$ cat config.mk
export PLATFORM = sky130hd
export DESIGN_NAME = instr_encoder_flat
export DESIGN_NICKNAME = d
export VERILOG_FILES = /design/src/rtl/instr_encoder_if.sv /design/src/rtl/instr_encoder.sv /design/src/flat_wrapper.sv
export SDC_FILE = /design/constraint.sdc
export NUM_CORES = 1
export LEC_CHECK = 0
export CORE_ASPECT_RATIO = 0.6
export CORE_MARGIN = 5
export CORE_UTILIZATION = 40
export DETAILED_ROUTE_END_ITERATION = 12
export HOLD_SLACK_MARGIN = 0.15
export SYNTH_ARGS = -nofsm -noshare
export SYNTH_HDL_FRONTEND = slang
export SYNTH_SLANG_ARGS = --single-unit
$ cat constraint.sdc
create_clock -name clk -period 3.5 [get_ports clk]
set_input_delay 0.35 -clock clk [delete_from_list [all_inputs] [get_ports clk]]
set_output_delay 0.35 -clock clk [all_outputs]
set_load 0.03 [all_outputs]
$ cat src/rtl/instr_encoder_if.sv
// rtl/instr_encoder_if.sv - request/response bundle for the RV32I instruction encoder
// Purpose: groups the request side (in_*), the response side (out_*) and the
//          saturating error counter into one bundle.
// Ports:   master - request producer / word consumer (drives in_*, out_ready)
//          slave  - the encoder (drives in_ready, out_*, err_count)
interface instr_encoder_if #(
  parameter int XLEN      = 32,
  parameter int ERR_CNT_W = 8
);
  logic                 in_valid;
  logic                 in_ready;
  logic [15:0]          in_decode;
  logic [4:0]           in_rd;
  logic [4:0]           in_rs1;
  logic [4:0]           in_rs2;
  logic [XLEN-1:0]      in_imm;
  logic [11:0]          in_csr_addr;
  logic                 out_valid;
  logic                 out_ready;
  logic [XLEN-1:0]      out_instr;
  logic                 out_err;
  logic [ERR_CNT_W-1:0] err_count;

  modport master (
    output in_valid, in_decode, in_rd, in_rs1, in_rs2, in_imm, in_csr_addr, out_ready,
    input  in_ready, out_valid, out_instr, out_err, err_count
  );

  modport slave (
    input  in_valid, in_decode, in_rd, in_rs1, in_rs2, in_imm, in_csr_addr, out_ready,
    output in_ready, out_valid, out_instr, out_err, err_count
  );
endinterface

$ cat src/rtl/instr_encoder.sv
// rtl/instr_encoder.sv - two-stage RV32I instruction encoder (decode vector -> instruction word)
// Purpose: S1 captures operands, instruction class/format and legality; S2 holds the
//          packed instruction word. Illegal or out-of-range requests yield word 0 with
//          out_err set and bump a saturating error counter when consumed.
// Ports:   clk - rising-edge clock
//          rst - synchronous active-high reset
//          bus - request/response bundle (slave side)
module instr_encoder #(
  parameter int XLEN      = 32,
  parameter int ERR_CNT_W = 8
) (
  input  logic           clk,
  input  logic           rst,
  instr_encoder_if.slave bus
);
  typedef enum logic [3:0] {
    FMT_R, FMT_I, FMT_SH, FMT_S, FMT_B, FMT_U, FMT_J, FMT_CSR, FMT_RAW
  } fmt_e;

  logic [1:0] unit;
  logic [2:0] sub_unit;
  logic [3:0] sel;
  logic       is_imm;
  assign unit     = bus.in_decode[15:14];
  assign sub_unit = bus.in_decode[13:11];
  assign sel      = bus.in_decode[10:7];
  assign is_imm   = bus.in_decode[6];

  // calc_j carries no encoding information.
  logic unused_calc_j;
  assign unused_calc_j = bus.in_decode[0];

  // Immediate range flags (upper bits must be a pure sign extension).
  logic fit_i, fit_b, fit_j, fit_u, fit_u5;
  assign fit_i  = (bus.in_imm[31:11] == '0) || (bus.in_imm[31:11] == '1);
  assign fit_b  = ((bus.in_imm[31:12] == '0) || (bus.in_imm[31:12] == '1)) && !bus.in_imm[0];
  assign fit_j  = ((bus.in_imm[31:20] == '0) || (bus.in_imm[31:20] == '1)) && !bus.in_imm[0];
  assign fit_u  = (bus.in_imm[11:0] == '0);
  assign fit_u5 = (bus.in_imm[31:5] == '0);

  // S1 next-state: class decode. For fixed words (ecall/ebreak/fence) the whole
  // word travels in the immediate register.
  fmt_e            s1_fmt_d;
  logic [6:0]      s1_op_d, s1_f7_d;
  logic [2:0]      s1_f3_d;
  logic [4:0]      s1_rs1_d;
  logic [XLEN-1:0] s1_imm_d;
  logic            s1_err_d;

  always_comb begin
    s1_fmt_d = FMT_R;
    s1_op_d  = 7'h00;
    s1_f3_d  = 3'd0;
    s1_f7_d  = 7'h00;
    s1_rs1_d = bus.in_rs1;
    s1_imm_d = bus.in_imm;
    s1_err_d = 1'b0;
    if (bus.in_decode[3]) begin
      s1_fmt_d = FMT_RAW;
      s1_imm_d = 32'h0000_0073;
    end else if (bus.in_decode[2]) begin
      s1_fmt_d = FMT_RAW;
      s1_imm_d = 32'h0010_0073;
    end else if (bus.in_decode[4]) begin
      s1_fmt_d = FMT_RAW;
      s1_imm_d = is_imm ? 32'h0000_100F : {4'b0, bus.in_imm[7:0], 13'b0, 7'b0001111};
    end else if (bus.in_decode[5]) begin
      s1_fmt_d = FMT_CSR;
      s1_op_d  = 7'b1110011;
      s1_f3_d  = {is_imm, sel[1:0] + 2'd1};
      if (sel > 4'd2) s1_err_d = 1'b1;
      if (is_imm) begin
        s1_rs1_d = bus.in_imm[4:0];
        if (!fit_u5) s1_err_d = 1'b1;
      end
    end else begin
      case ({unit, sub_unit})
        5'b00_000: begin
          if (!is_imm) s1_err_d = 1'b1;
          case (sel)
            4'd0: begin s1_fmt_d = FMT_U; s1_op_d = 7'b0110111; if (!fit_u) s1_err_d = 1'b1; end
            4'd1: begin s1_fmt_d = FMT_U; s1_op_d = 7'b0010111; if (!fit_u) s1_err_d = 1'b1; end
            4'd2: begin s1_fmt_d = FMT_J; s1_op_d = 7'b1101111; if (!fit_j) s1_err_d = 1'b1; end
            4'd3: begin s1_fmt_d = FMT_I; s1_op_d = 7'b1100111; if (!fit_i) s1_err_d = 1'b1; end
            default: s1_err_d = 1'b1;
          endcase
        end
        5'b00_001: begin
          s1_fmt_d = FMT_B;
          s1_op_d  = 7'b1100011;
          if (!is_imm || !fit_b) s1_err_d = 1'b1;
          case (sel)
            4'd0: s1_f3_d = 3'd0;
            4'd1: s1_f3_d = 3'd1;
            4'd2: s1_f3_d = 3'd4;
            4'd3: s1_f3_d = 3'd5;
            4'd4: s1_f3_d = 3'd6;
            4'd5: s1_f3_d = 3'd7;
            default: s1_err_d = 1'b1;
          endcase
        end
        5'b00_010: begin
          if (is_imm && sel == 4'd0) begin
            s1_fmt_d = FMT_I;
            s1_op_d  = 7'b0010011;
            if (!fit_i) s1_err_d = 1'b1;
          end else if (!is_imm && sel <= 4'd1) begin
            s1_op_d = 7'b0110011;
            s1_f7_d = sel[0] ? 7'b0100000 : 7'b0000000;
          end else begin
            s1_err_d = 1'b1;
          end
        end
        5'b00_011: begin
          s1_fmt_d = is_imm ? FMT_I : FMT_R;
          s1_op_d  = is_imm ? 7'b0010011 : 7'b0110011;
          if (is_imm && !fit_i) s1_err_d = 1'b1;
          case (sel)
            4'd0: s1_f3_d = 3'd2;
            4'd1: s1_f3_d = 3'd3;
            4'd2: s1_f3_d = 3'd4;
            4'd3: s1_f3_d = 3'd6;
            4'd4: s1_f3_d = 3'd7;
            default: s1_err_d = 1'b1;
          endcase
        end
        5'b00_100: begin
          s1_fmt_d = is_imm ? FMT_SH : FMT_R;
          s1_op_d  = is_imm ? 7'b0010011 : 7'b0110011;
          if (is_imm && !fit_u5) s1_err_d = 1'b1;
          case (sel)
            4'd0: s1_f3_d = 3'd1;
            4'd1: s1_f3_d = 3'd5;
            4'd2: begin s1_f3_d = 3'd5; s1_f7_d = 7'b0100000; end
            default: s1_err_d = 1'b1;
          endcase
        end
        5'b01_000: begin
          s1_fmt_d = FMT_I;
          s1_op_d  = 7'b0000011;
          if (!is_imm || !fit_i) s1_err_d = 1'b1;
          case (sel)
            4'd0: s1_f3_d = 3'd0;
            4'd1: s1_f3_d = 3'd1;
            4'd2: s1_f3_d = 3'd2;
            4'd3: s1_f3_d = 3'd4;
            4'd4: s1_f3_d = 3'd5;
            default: s1_err_d = 1'b1;
          endcase
        end
        5'b01_001: begin
          s1_fmt_d = FMT_S;
          s1_op_d  = 7'b0100011;
          s1_f3_d  = sel[2:0];
          if (!is_imm || !fit_i || sel > 4'd2) s1_err_d = 1'b1;
        end
        default: s1_err_d = 1'b1;
      endcase
    end
    if (bus.in_decode[1]) s1_err_d = 1'b1;
  end

  // Pipeline control: S2 frees when consumed, S1 frees when S2 takes it.
  logic in_ready, s2_load;
  logic s1_valid_q, s2_valid_q;
  assign in_ready = !s1_valid_q || !s2_valid_q || bus.out_ready;
  assign s2_load  = s1_valid_q && (!s2_valid_q || bus.out_ready);

  fmt_e            s1_fmt_q;
  logic [6:0]      s1_op_q, s1_f7_q;
  logic [2:0]      s1_f3_q;
  logic [4:0]      s1_rd_q, s1_rs1_q, s1_rs2_q;
  logic [XLEN-1:0] s1_imm_q;
  logic [11:0]     s1_csr_q;
  logic            s1_err_q;

  always_ff @(posedge clk) begin
    if (in_ready && bus.in_valid) begin
      s1_fmt_q <= s1_fmt_d;
      s1_op_q  <= s1_op_d;
      s1_f3_q  <= s1_f3_d;
      s1_f7_q  <= s1_f7_d;
      s1_rd_q  <= bus.in_rd;
      s1_rs1_q <= s1_rs1_d;
      s1_rs2_q <= bus.in_rs2;
      s1_imm_q <= s1_imm_d;
      s1_csr_q <= bus.in_csr_addr;
      s1_err_q <= s1_err_d;
    end
  end

  logic [XLEN-1:0] s2_instr_d, s2_instr_q;
  logic            s2_err_q;

  always_comb begin
    s2_instr_d = '0;
    case (s1_fmt_q)
      FMT_R:   s2_instr_d = {s1_f7_q, s1_rs2_q, s1_rs1_q, s1_f3_q, s1_rd_q, s1_op_q};
      FMT_I:   s2_instr_d = {s1_imm_q[11:0], s1_rs1_q, s1_f3_q, s1_rd_q, s1_op_q};
      FMT_SH:  s2_instr_d = {s1_f7_q, s1_imm_q[4:0], s1_rs1_q, s1_f3_q, s1_rd_q, s1_op_q};
      FMT_S:   s2_instr_d = {s1_imm_q[11:5], s1_rs2_q, s1_rs1_q, s1_f3_q, s1_imm_q[4:0], s1_op_q};
      FMT_B:   s2_instr_d = {s1_imm_q[12], s1_imm_q[10:5], s1_rs2_q, s1_rs1_q, s1_f3_q,
                             s1_imm_q[4:1], s1_imm_q[11], s1_op_q};
      FMT_U:   s2_instr_d = {s1_imm_q[31:12], s1_rd_q, s1_op_q};
      FMT_J:   s2_instr_d = {s1_imm_q[20], s1_imm_q[10:1], s1_imm_q[11], s1_imm_q[19:12],
                             s1_rd_q, s1_op_q};
      FMT_CSR: s2_instr_d = {s1_csr_q, s1_rs1_q, s1_f3_q, s1_rd_q, s1_op_q};
      FMT_RAW: s2_instr_d = s1_imm_q;
      default: s2_instr_d = '0;
    endcase
    if (s1_err_q) s2_instr_d = '0;
  end

  logic [ERR_CNT_W-1:0] err_cnt_q;

  always_ff @(posedge clk) begin
    if (rst) begin
      s1_valid_q <= 1'b0;
      s2_valid_q <= 1'b0;
      s2_instr_q <= '0;
      s2_err_q   <= 1'b0;
      err_cnt_q  <= '0;
    end else begin
      if (in_ready) s1_valid_q <= bus.in_valid;
      if (s2_load) begin
        s2_valid_q <= 1'b1;
        s2_instr_q <= s2_instr_d;
        s2_err_q   <= s1_err_q;
      end else if (bus.out_ready) begin
        s2_valid_q <= 1'b0;
      end
      if (s2_valid_q && bus.out_ready && s2_err_q && err_cnt_q != '1)
        err_cnt_q <= err_cnt_q + {{(ERR_CNT_W-1){1'b0}}, 1'b1};
    end
  end

  assign bus.in_ready  = in_ready;
  assign bus.out_valid = s2_valid_q;
  assign bus.out_instr = s2_instr_q;
  assign bus.out_err   = s2_err_q;
  assign bus.err_count = err_cnt_q;
endmodule

$ cat src/flat_wrapper.sv
// flat-port wrapper written by rule: the top's interface ports become plain ports
module instr_encoder_flat 
#(
  parameter int XLEN      = 32,
  parameter int ERR_CNT_W = 8
)
  (clk, rst, bus_in_valid, bus_in_decode, bus_in_rd, bus_in_rs1, bus_in_rs2, bus_in_imm, bus_in_csr_addr, bus_out_ready, bus_in_ready, bus_out_valid, bus_out_instr, bus_out_err, bus_err_count);
  instr_encoder_if #(.XLEN(XLEN), .ERR_CNT_W(ERR_CNT_W)) bus_i ();
  input  logic clk;
  input  logic rst;
  input wire logic [$bits(bus_i.in_valid)-1:0] bus_in_valid;
  input wire logic [$bits(bus_i.in_decode)-1:0] bus_in_decode;
  input wire logic [$bits(bus_i.in_rd)-1:0] bus_in_rd;
  input wire logic [$bits(bus_i.in_rs1)-1:0] bus_in_rs1;
  input wire logic [$bits(bus_i.in_rs2)-1:0] bus_in_rs2;
  input wire logic [$bits(bus_i.in_imm)-1:0] bus_in_imm;
  input wire logic [$bits(bus_i.in_csr_addr)-1:0] bus_in_csr_addr;
  input wire logic [$bits(bus_i.out_ready)-1:0] bus_out_ready;
  output wire logic [$bits(bus_i.in_ready)-1:0] bus_in_ready;
  output wire logic [$bits(bus_i.out_valid)-1:0] bus_out_valid;
  output wire logic [$bits(bus_i.out_instr)-1:0] bus_out_instr;
  output wire logic [$bits(bus_i.out_err)-1:0] bus_out_err;
  output wire logic [$bits(bus_i.err_count)-1:0] bus_err_count;
  assign bus_i.in_valid = bus_in_valid;
  assign bus_i.in_decode = bus_in_decode;
  assign bus_i.in_rd = bus_in_rd;
  assign bus_i.in_rs1 = bus_in_rs1;
  assign bus_i.in_rs2 = bus_in_rs2;
  assign bus_i.in_imm = bus_in_imm;
  assign bus_i.in_csr_addr = bus_in_csr_addr;
  assign bus_i.out_ready = bus_out_ready;
  assign bus_in_ready = bus_i.in_ready;
  assign bus_out_valid = bus_i.out_valid;
  assign bus_out_instr = bus_i.out_instr;
  assign bus_out_err = bus_i.out_err;
  assign bus_err_count = bus_i.err_count;
  instr_encoder #(.XLEN(XLEN), .ERR_CNT_W(ERR_CNT_W)) u_core (.clk(clk), .rst(rst), .bus(bus_i));
endmodule
==> Word-level counts from Yosys, hierarchy flattened <==
Cells that the tools add are included.
{ "totals": {"reg_bits": 124, "in_bits": 79, "output_inout_bits": 43} }
{ "op_classes": {"mux": 60, "magnitude_cmp": 2, "addsub": 2, "n_reduce_logical": 45, "eq_ne": 23} }
{ "ops": {"columns": ["op", "n"], "rows": [
  ["one-hot mux 32 bit (9 select lines)", 1],
  ["2-to-1 mux 32 bit", 2],
  ["one-hot mux 3 bit (5 select lines)", 3],
  ["one-hot mux 7 bit (6 select lines)", 1],
  ["2-to-1 mux 28 bit", 1],
  ["2-to-1 mux 7 bit", 4],
  ["one-hot mux 4 bit (7 select lines)", 1],
  ["one-hot mux 7 bit (4 select lines)", 1],
  ["zero test 27 bit", 1],
  ["2-to-1 mux 1 bit", 27],
  ["2-to-1 mux 5 bit", 5],
  ["equality test 4 x 3 -> 1 bit (second input constant)", 6],
  ["zero test 12 bit", 2],
  ["2-to-1 mux 6 bit", 4],
  ["equality test 21 bit (second input constant)", 1],
  ["zero test 21 bit", 1],
  ["2-to-1 mux 21 bit", 1],
  ["equality test 20 bit (second input constant)", 1],
  ["zero test 20 bit", 1],
  ["equality test 4 x 2 -> 1 bit (second input constant)", 4],
  ["one-hot mux 7 bit (2 select lines)", 1],
  ["equality test 12 bit (second input constant)", 1],
  ["one-hot mux 3 bit (4 select lines)", 1],
  ["logical AND 1 bit", 11],
  ["other kinds (28)", 50]
]} }

==> Logic depth before layout (Yosys ltp) <==
Gate-level depths: netlist (run 1).
{ "logic_depth": {"depth_word": 12, "mapped_depth": 9, "depth_no_buf": 8} }

==> Worst setup path before layout (run 1) <==
No wires, ideal clock.
{ "synth_path": {"path_type": "flip-flop to flip-flop", "startpoint": "reg u_core.s2_valid_q (netlist: u_core.bus.out_valid)", "endpoint": "reg u_core.s1_csr_q[0], enable pin", "path_stages_with_launch": 4, "slack_ps": 420, "path_buffers": 0, "arrival_time_ps": 2640, "cell_sequence": "dfxtp_1 > nor2b_1 > nand2_1 > and2_1"} }
{ "synth_via": {"elab_chain_cells": 4} }
{ "synth_rtl": {"columns": ["item", "line", "source"], "rows": [
  ["start: declaration", "instr_encoder.sv:165", "logic s1_valid_q, s2_valid_q;"],
  ["start signal: assignment", "instr_encoder.sv:219", "s2_valid_q <= 1'b0;"],
  ["start signal: assignment", "instr_encoder.sv:226", "s2_valid_q <= 1'b1;"],
  ["start signal: assignment", "instr_encoder.sv:230", "s2_valid_q <= 1'b0;"],
  ["zero test 1 bit", "instr_encoder.sv:166", "assign in_ready = !s1_valid_q || !s2_valid_q || bus.out_ready;"],
  ["logical OR 1 bit (2 in series)", "instr_encoder.sv:166", null],
  ["via bus_in_ready", "flat_wrapper.sv:19", "output wire logic [$bits(bus_i.in_ready)-1:0] bus_in_ready;"],
  ["logical AND 1 bit", "instr_encoder.sv:178", "if (in_ready && bus.in_valid) begin"],
  ["end signal: assignment", "instr_encoder.sv:187", "s1_csr_q <= bus.in_csr_addr;"],
  ["end: declaration", "instr_encoder.sv:174", "logic [11:0] s1_csr_q;"]
]} }
The timed path passes the listed nets, and every way through them passes these cells.
A chain may end at the register's enable or synchronous reset.

==> Worst setup path in the final report (run 1) <==
{ "layout_path": {"startpoint": "in bus_in_decode[8]", "endpoint": "reg u_core.s1_err_q (data pin)"} }
{ "layout_via": {"elab_chain_cells": 9} }
{ "layout_rtl": {"columns": ["item", "line", "source"], "rows": [
  ["start: declaration", "flat_wrapper.sv:12", "input wire logic [$bits(bus_i.in_decode)-1:0] bus_in_decode;"],
  ["<= comparator 4 x 1 -> 1 bit", "instr_encoder.sv:107", "end else if (!is_imm && sel <= 4'd1) begin"],
  ["logical AND 1 bit", "instr_encoder.sv:107", null],
  ["2-to-1 mux 1 bit", "instr_encoder.sv:107", null],
  ["2-to-1 mux 1 bit", "instr_encoder.sv:103", "if (is_imm && sel == 4'd0) begin"],
  ["one-hot mux 1 bit (7 select lines)", "instr_encoder.sv:77", "case ({unit, sub_unit})"],
  ["2-to-1 mux 1 bit (*)", "instr_encoder.sv:67", "end else if (bus.in_decode[5]) begin"],
  ["2-to-1 mux 1 bit (*)", "instr_encoder.sv:64", "end else if (bus.in_decode[4]) begin"],
  ["2-to-1 mux 1 bit (*)", "instr_encoder.sv:61", "end else if (bus.in_decode[2]) begin"],
  ["2-to-1 mux 1 bit (*)", "instr_encoder.sv:58", "if (bus.in_decode[3]) begin"],
  ["end signal: assignment", "instr_encoder.sv:188", "s1_err_q <= s1_err_d;"],
  ["end: declaration", "instr_encoder.sv:175", "logic s1_err_q;"]
]} }
Every way passes the cells marked *; elsewhere a longest branch is shown, timed or not.

==> results of run 1 <==
-- worst max-delay path, cell delays in order --
cell	delay, ns
clkdlybuf4s50_1	0.47
inv_1	0.15
ha_1	0.33
nor2_1	0.16
a211oi_1	0.35
o221a_2	0.26
o2111ai_1	0.17
or3_1	0.39
a21o_1	0.18
-- registers in the layout, summed over array words and instances (netlist names), 3 cells and up --
signal and flops:
u_core.bus.err_count 8, u_core.bus.out_instr 32, u_core.s1_csr_q 12, u_core.s1_f3_q 3, u_core.s1_fmt_q 4, u_core.s1_imm_q 32
u_core.s1_op_q 6, u_core.s1_rd_q 5, u_core.s1_rs1_q 5, u_core.s1_rs2_q 5
-- logic make-up (layout without fill, tap and decap cells) --
kind of cell | count (synthesis) | count (layout) | share of synthesized area (%)
xor+xnor | 6 | 6 | 0.846
flops | 117 | 117 | 49.6
buf+inv | 65 | 191 | 4.37
simple gates | 242 | 242 | 20.0
compound gates | 190 | 190 | 20.5
fa+ha+maj | 6 | 6 | 1.21
mux | 21 | 21 | 3.48
-- per-layer routing --
metal | track usage, % | up-vias | part of all wire, % | wire, um
li1 | - | 2633 | - | -
met1 | 36.0 | 2704 | 48 | 10100
met2 | 31.6 | 288 | 40 | 8380
met3 | 6.28 | 30 | 10 | 2120
met4 | 4.69 | 0 | 1.2 | 255
met5 | 0 | - | 0 | 0
-- through the flow --
stage	instance area, um^2	setup WS (ns)	utilization (%)	hold WS, ns
4_1_cts	8290	0.933	54.3	0.461
5_1_grt	8290	0.749	54.3	0.474
6_report	8290	0.870	54.3	0.454
2_1_floorplan	6210	0.420	-	0.449
3_3_place_gp	7640	0.442	50.0	0.445
3_5_place_dp	7640	0.496	50.0	0.448
-- path summary, 6_finish.rpt --
| kind | depth (start not counted) | from | endpoint |
|---|---|---|---|
| worst min-delay path | 2 | u_core.bus.out_instr[12] | u_core.bus.out_instr[12] |
| worst max-delay path | 9 | bus_in_decode[8] | u_core.s1_err_q |
| worst max register to register | 5 | u_core.s1_fmt_q[0] | u_core.bus.out_instr[2] |
| worst min register to register | 2 | u_core.bus.out_instr[12] | u_core.bus.out_instr[12] |
-- final cells by class --
type,instances,area (um^2)
clock buffers,24,579
inverters,19,71.3
clock inverters,8,70.1
well taps,203,254
fillers,1319,6990
multi-input cells,465,2870
flip-flops and latches,117,3080
repair buffers,140,1360
-- power groups by stage --
stage	logic, mW	registers (mW)	clock network, mW
after floorplan	0.217	1.58	0
after global placement	0.402	1.60	0
after detailed placement	0.406	1.60	0
after CTS	0.409	1.57	1.85
after global routing	0.447	1.58	1.93
final	0.414	1.57	1.83
-- layout by cell type (no fill, tap or decap), drive strengths merged, types with 11 or more instances in the layout --
cell	Yosys	routed
clkdlybuf4s50	0	120
buf	16	20
edfxtp	74	74
a22oi	17	17
nand2	55	55
and2	26	26
inv	19	21
clkbuf	30	24
mux2i	16	16
nand4	11	11
nor3	16	16
o21ai	54	54
nand2b	19	19
dfxtp	43	43
nor2	65	65
nand3	11	11
a21oi	39	39
==> results.yml, run 1 <==
drt:
  viasPerCell: 5.79
  antenna_left: 0
  drt-initial-drc-count: 682
  post_drt_wl_per_cell_um: 21.4
  drc: 0
  wirelength_um: 20900
  dr_total_vias: 5655
  dr.pass1.iters: 7
sta:
  hold_viol: 0
  min_period_ns: 2.63
  worst_slew_pin_slew_ns: 0.870
  fmax_mhz: 380
  rsz0062_at_grt: "false"
  tns_ns: 0
  fin_skew_ns: 0.00836
  drv_slew: 0
  min_period_over_period_pct: 75.2
  slew_headroom_pct: 42.0
  setup_viol: 0
critical_path:
  cp-start-kind: "input pin"
  cp_max_fo: 8
  worstPathRequired_ns: 3.67
  cp.arrival_ns: 2.80
  critPathKind: "in -> reg"
  reg2reg_setup_slack_ns: 1.05
  end_kind: "flip-flop"
clocking:
  cts_resized: 0
  cts_tree: "done"
  post-cts-setup-buffers: 0
  cts_buffers: 17
  root_buffer: "clkbuf_16"
  clock-sinks: 117
  ctsHoldBuffers: 0
  clk_pin_slew_ns: 0.06
  clockBufferDepth: 2
  insertion_delay_ns: 0.41
  cts_max_level: 4
finish:
  areaGrowthSynthToFinish_pct: 33.5
  antennaDiodeCount: 0
  final_cell_count_no_fill: 976
  fin_nets: 845
  drive_above_1_share_pct: 9.44
global_routing:
  grt_pass1_wl_um: 31700
  gr-usage-all-layers_pct: 23.1
  antenna_found_initial: 0
  grt-ovfl-total: 0
  grt_max_degree: 75
  grt_pass1_vias: 5480
floorplanning:
  rows: 35
  die_area_um2: 18200
  core_area_um2: 15300
  die_w_um: 171
  start_util_pct: 40.7
  die_h_um: 107
  io_pins: 122
yosys:
  yosysMostFrequentCell: "edfxtp_1"
  ys_types: 74
  ys_warn_count: 0
  ys_async_sr_fraction_pct: 0
  synth_cells: 647
  synth-seq-area-share_pct: 49.6
  synth_edf_count: 74
  synth.avg_cell_area_um2: 9.61
  synth.top_cell.area_share_pct: 35.8
  synth-seq-cells: 117
  synth_area_um2: 6210
  yosys.area.top_type: "edfxtp_1"
  synth_commonest_cells: "edfxtp_1 (74), nor2_1 (64), nand2_1 (55)"
  synth_flop_cell: "edfxtp_1"
  synthTopCellsByArea: "edfxtp_1 (36%), dfxtp_1 (14%), nor2_1 (3.9%)"
  synth_fp_nets: 732
power:
  p_int_mw: 2.88
  pwr-share-clk_pct: 48.0
  switching_share_pct: 24.5
  combinationalPowerShare_pct: 10.8
  power_mw: 3.82
  powerDensity_nw_per_um2: 460
  switchingPower_mw: 0.934
  seqPwrFrac_pct: 41.2
  p_leak_nw: 2.91
  max-vdd-ir-drop_uv: 345
placed_design:
  gp_congestion: 1.05
  io_buffers: 120
  hpwl_um: 15700
  dp_cells: 944
min_path:
  hp-class: "reg -> reg"
status:
  status: "complete, no violations"
flow_run:
  cap_violations: 0
(Power assumes the default switching activity.)
==> run 2: changes to the inputs <==
- clock period: 3.5 -> 2.46 ns (I/O delays scaled with it)
==> results.yml, run 2 (same netlist as run 1, synthesis figures left out) <==
floorplanning:
  start_util_pct: 40.7
  die_w_um: 171
  die_area_um2: 18200
  rows: 35
  core_area_um2: 15300
  io_pins: 122
  die_h_um: 107
drt:
  dr_total_vias: 5934
  antenna_left: 0
  viasPerCell: 5.66
  post_drt_wl_per_cell_um: 21.1
  drt-initial-drc-count: 747
  drc: 0
  wirelength_um: 22100
  dr.pass1.iters: 5
sta:
  min_period_over_period_pct: 94.4
  setup_viol: 0
  fmax_mhz: 431
  hold_viol: 0
  min_period_ns: 2.32
  fin_skew_ns: 0.0123
  slew_headroom_pct: 56.7
  fin_ws_ns: 0.138
  worst_slew_pin_slew_ns: 0.649
  rsz0062_at_grt: "false"
  tns_ns: 0
  drv_slew: 0
critical_path:
  reg2reg_to: "u_core.bus.out_instr[26]"
  rr_startpoint: "u_core.s1_fmt_q[3]"
  reg2reg_setup_slack_ns: 0.46
  cp-start-kind: "input pin"
  ff2ff_path_depth: 7
  cp_max_fo: 3
  cp.arrival_ns: 2.49
  critPathKind: "in -> reg"
  worstPathRequired_ns: 2.63
  end_kind: "flip-flop"
flow_run:
  cap_violations: 0
finish:
  final_cell_count_no_fill: 1048
  drive_above_1_share_pct: 17.5
  fin_util_pct: 57.5
  antennaDiodeCount: 0
  fin_nets: 917
  mostFrequentLayoutCell: "clkdlybuf4s50_1"
  areaGrowthSynthToFinish_pct: 41.4
  final_cell_mix: "clkdlybuf4s50_1 (120), buf_4 (91), edfxtp_1 (74)"
clocking:
  clockBufferDepth: 2
  cts_buffers: 17
  cts_tree: "done"
  post-cts-setup-buffers: 0
  cts_max_level: 4
  insertion_delay_ns: 0.42
  ctsHoldBuffers: 0
  clk_pin_slew_ns: 0.06
  root_buffer: "clkbuf_16"
  cts_resized: 0
  clock-sinks: 117
global_routing:
  grt_max_degree: 60
  grt_pass1_vias: 5824
  gr-usage-all-layers_pct: 24.5
  grt_pass1_wl_um: 33600
  antenna_found_initial: 0
  grt-ovfl-total: 0
power:
  max-vdd-ir-drop_uv: 475
  power_mw: 5.33
  powerDensity_nw_per_um2: 606
  p_leak_nw: 3.24
placed_design:
  io_buffers: 120
  dp_cells: 1016
  pre_cts_slack_ns: -0.399
  gp_congestion: 0.938
  hpwl_um: 17100
min_path:
  holdPathEnd: "u_core.s1_csr_q[8]"
  hp-class: "in -> reg"
  min_path_cells: 1
  hold_start: "bus_in_csr_addr[8]"
status:
  status: "complete, no violations"
==> run 2: cell count changes in the layout (fill, tap and decap cells not counted), moves of 2 or more <==
cell,previous run,this run
inv_4,0,3
clkbuf_16,23,19
clkbuf_8,0,2
buf_4,19,91
clkinv_4,6,4
==> run 2: area by class of cell <==
type,count,area (um^2)
clock buffers,21,503
clock inverters,11,85.1
repair buffers,212,1900
well taps,203,254
fillers,1314,6500
inverters,19,71.3
flip-flops and latches,117,3080
multi-input cells,465,2890
==> run 2: worst max-delay path by stage <==
stage,from,depth (start not counted),endpoint
after floorplan,u_core.bus.out_valid,3,u_core.s1_csr_q[0]
after global placement,bus_in_imm[11],7,u_core.s1_err_q
after detailed placement,bus_in_imm[11],7,u_core.s1_err_q
after CTS,bus_in_imm[11],7,u_core.s1_err_q
after global routing,bus_in_decode[7],10,u_core.s1_err_q
final,bus_in_imm[11],7,u_core.s1_err_q
==> run 2: where the power goes <==
group          total (mW)  internal, mW  switching (mW)
clock network        2.41          1.48           0.933
logic               0.686         0.325           0.361
registers            2.23          2.17          0.0604
total                5.33          3.97            1.35
==> run 2: worst max-delay path, cell delays in order <==
cell,delay (ns)
clkdlybuf4s50_1,0.53
nor4_2,0.44
nand2_1,0.24
o41ai_2,0.38
o2111ai_1,0.21
a41o_1,0.28
a21o_1,0.15
==> run 2: stage by stage <==
step                      hold WS, ns  area, um^2
final                           0.382        8790
after global routing            0.388        8790
after CTS                       0.372        8770
after detailed placement        0.448        8190
after global placement          0.446        8190
after floorplan                 0.345        6220
==> run 2: per-layer routing <==
metal,routed length (um),track usage (%),vias to the layer above,part of all wire (%)
li1,-,-,2773,-
met3,2380,8.58,21,11
met2,8500,31.6,309,38
met1,11000,38.7,2831,50
met5,0,0,-,0
met4,233,4.58,0,1.1
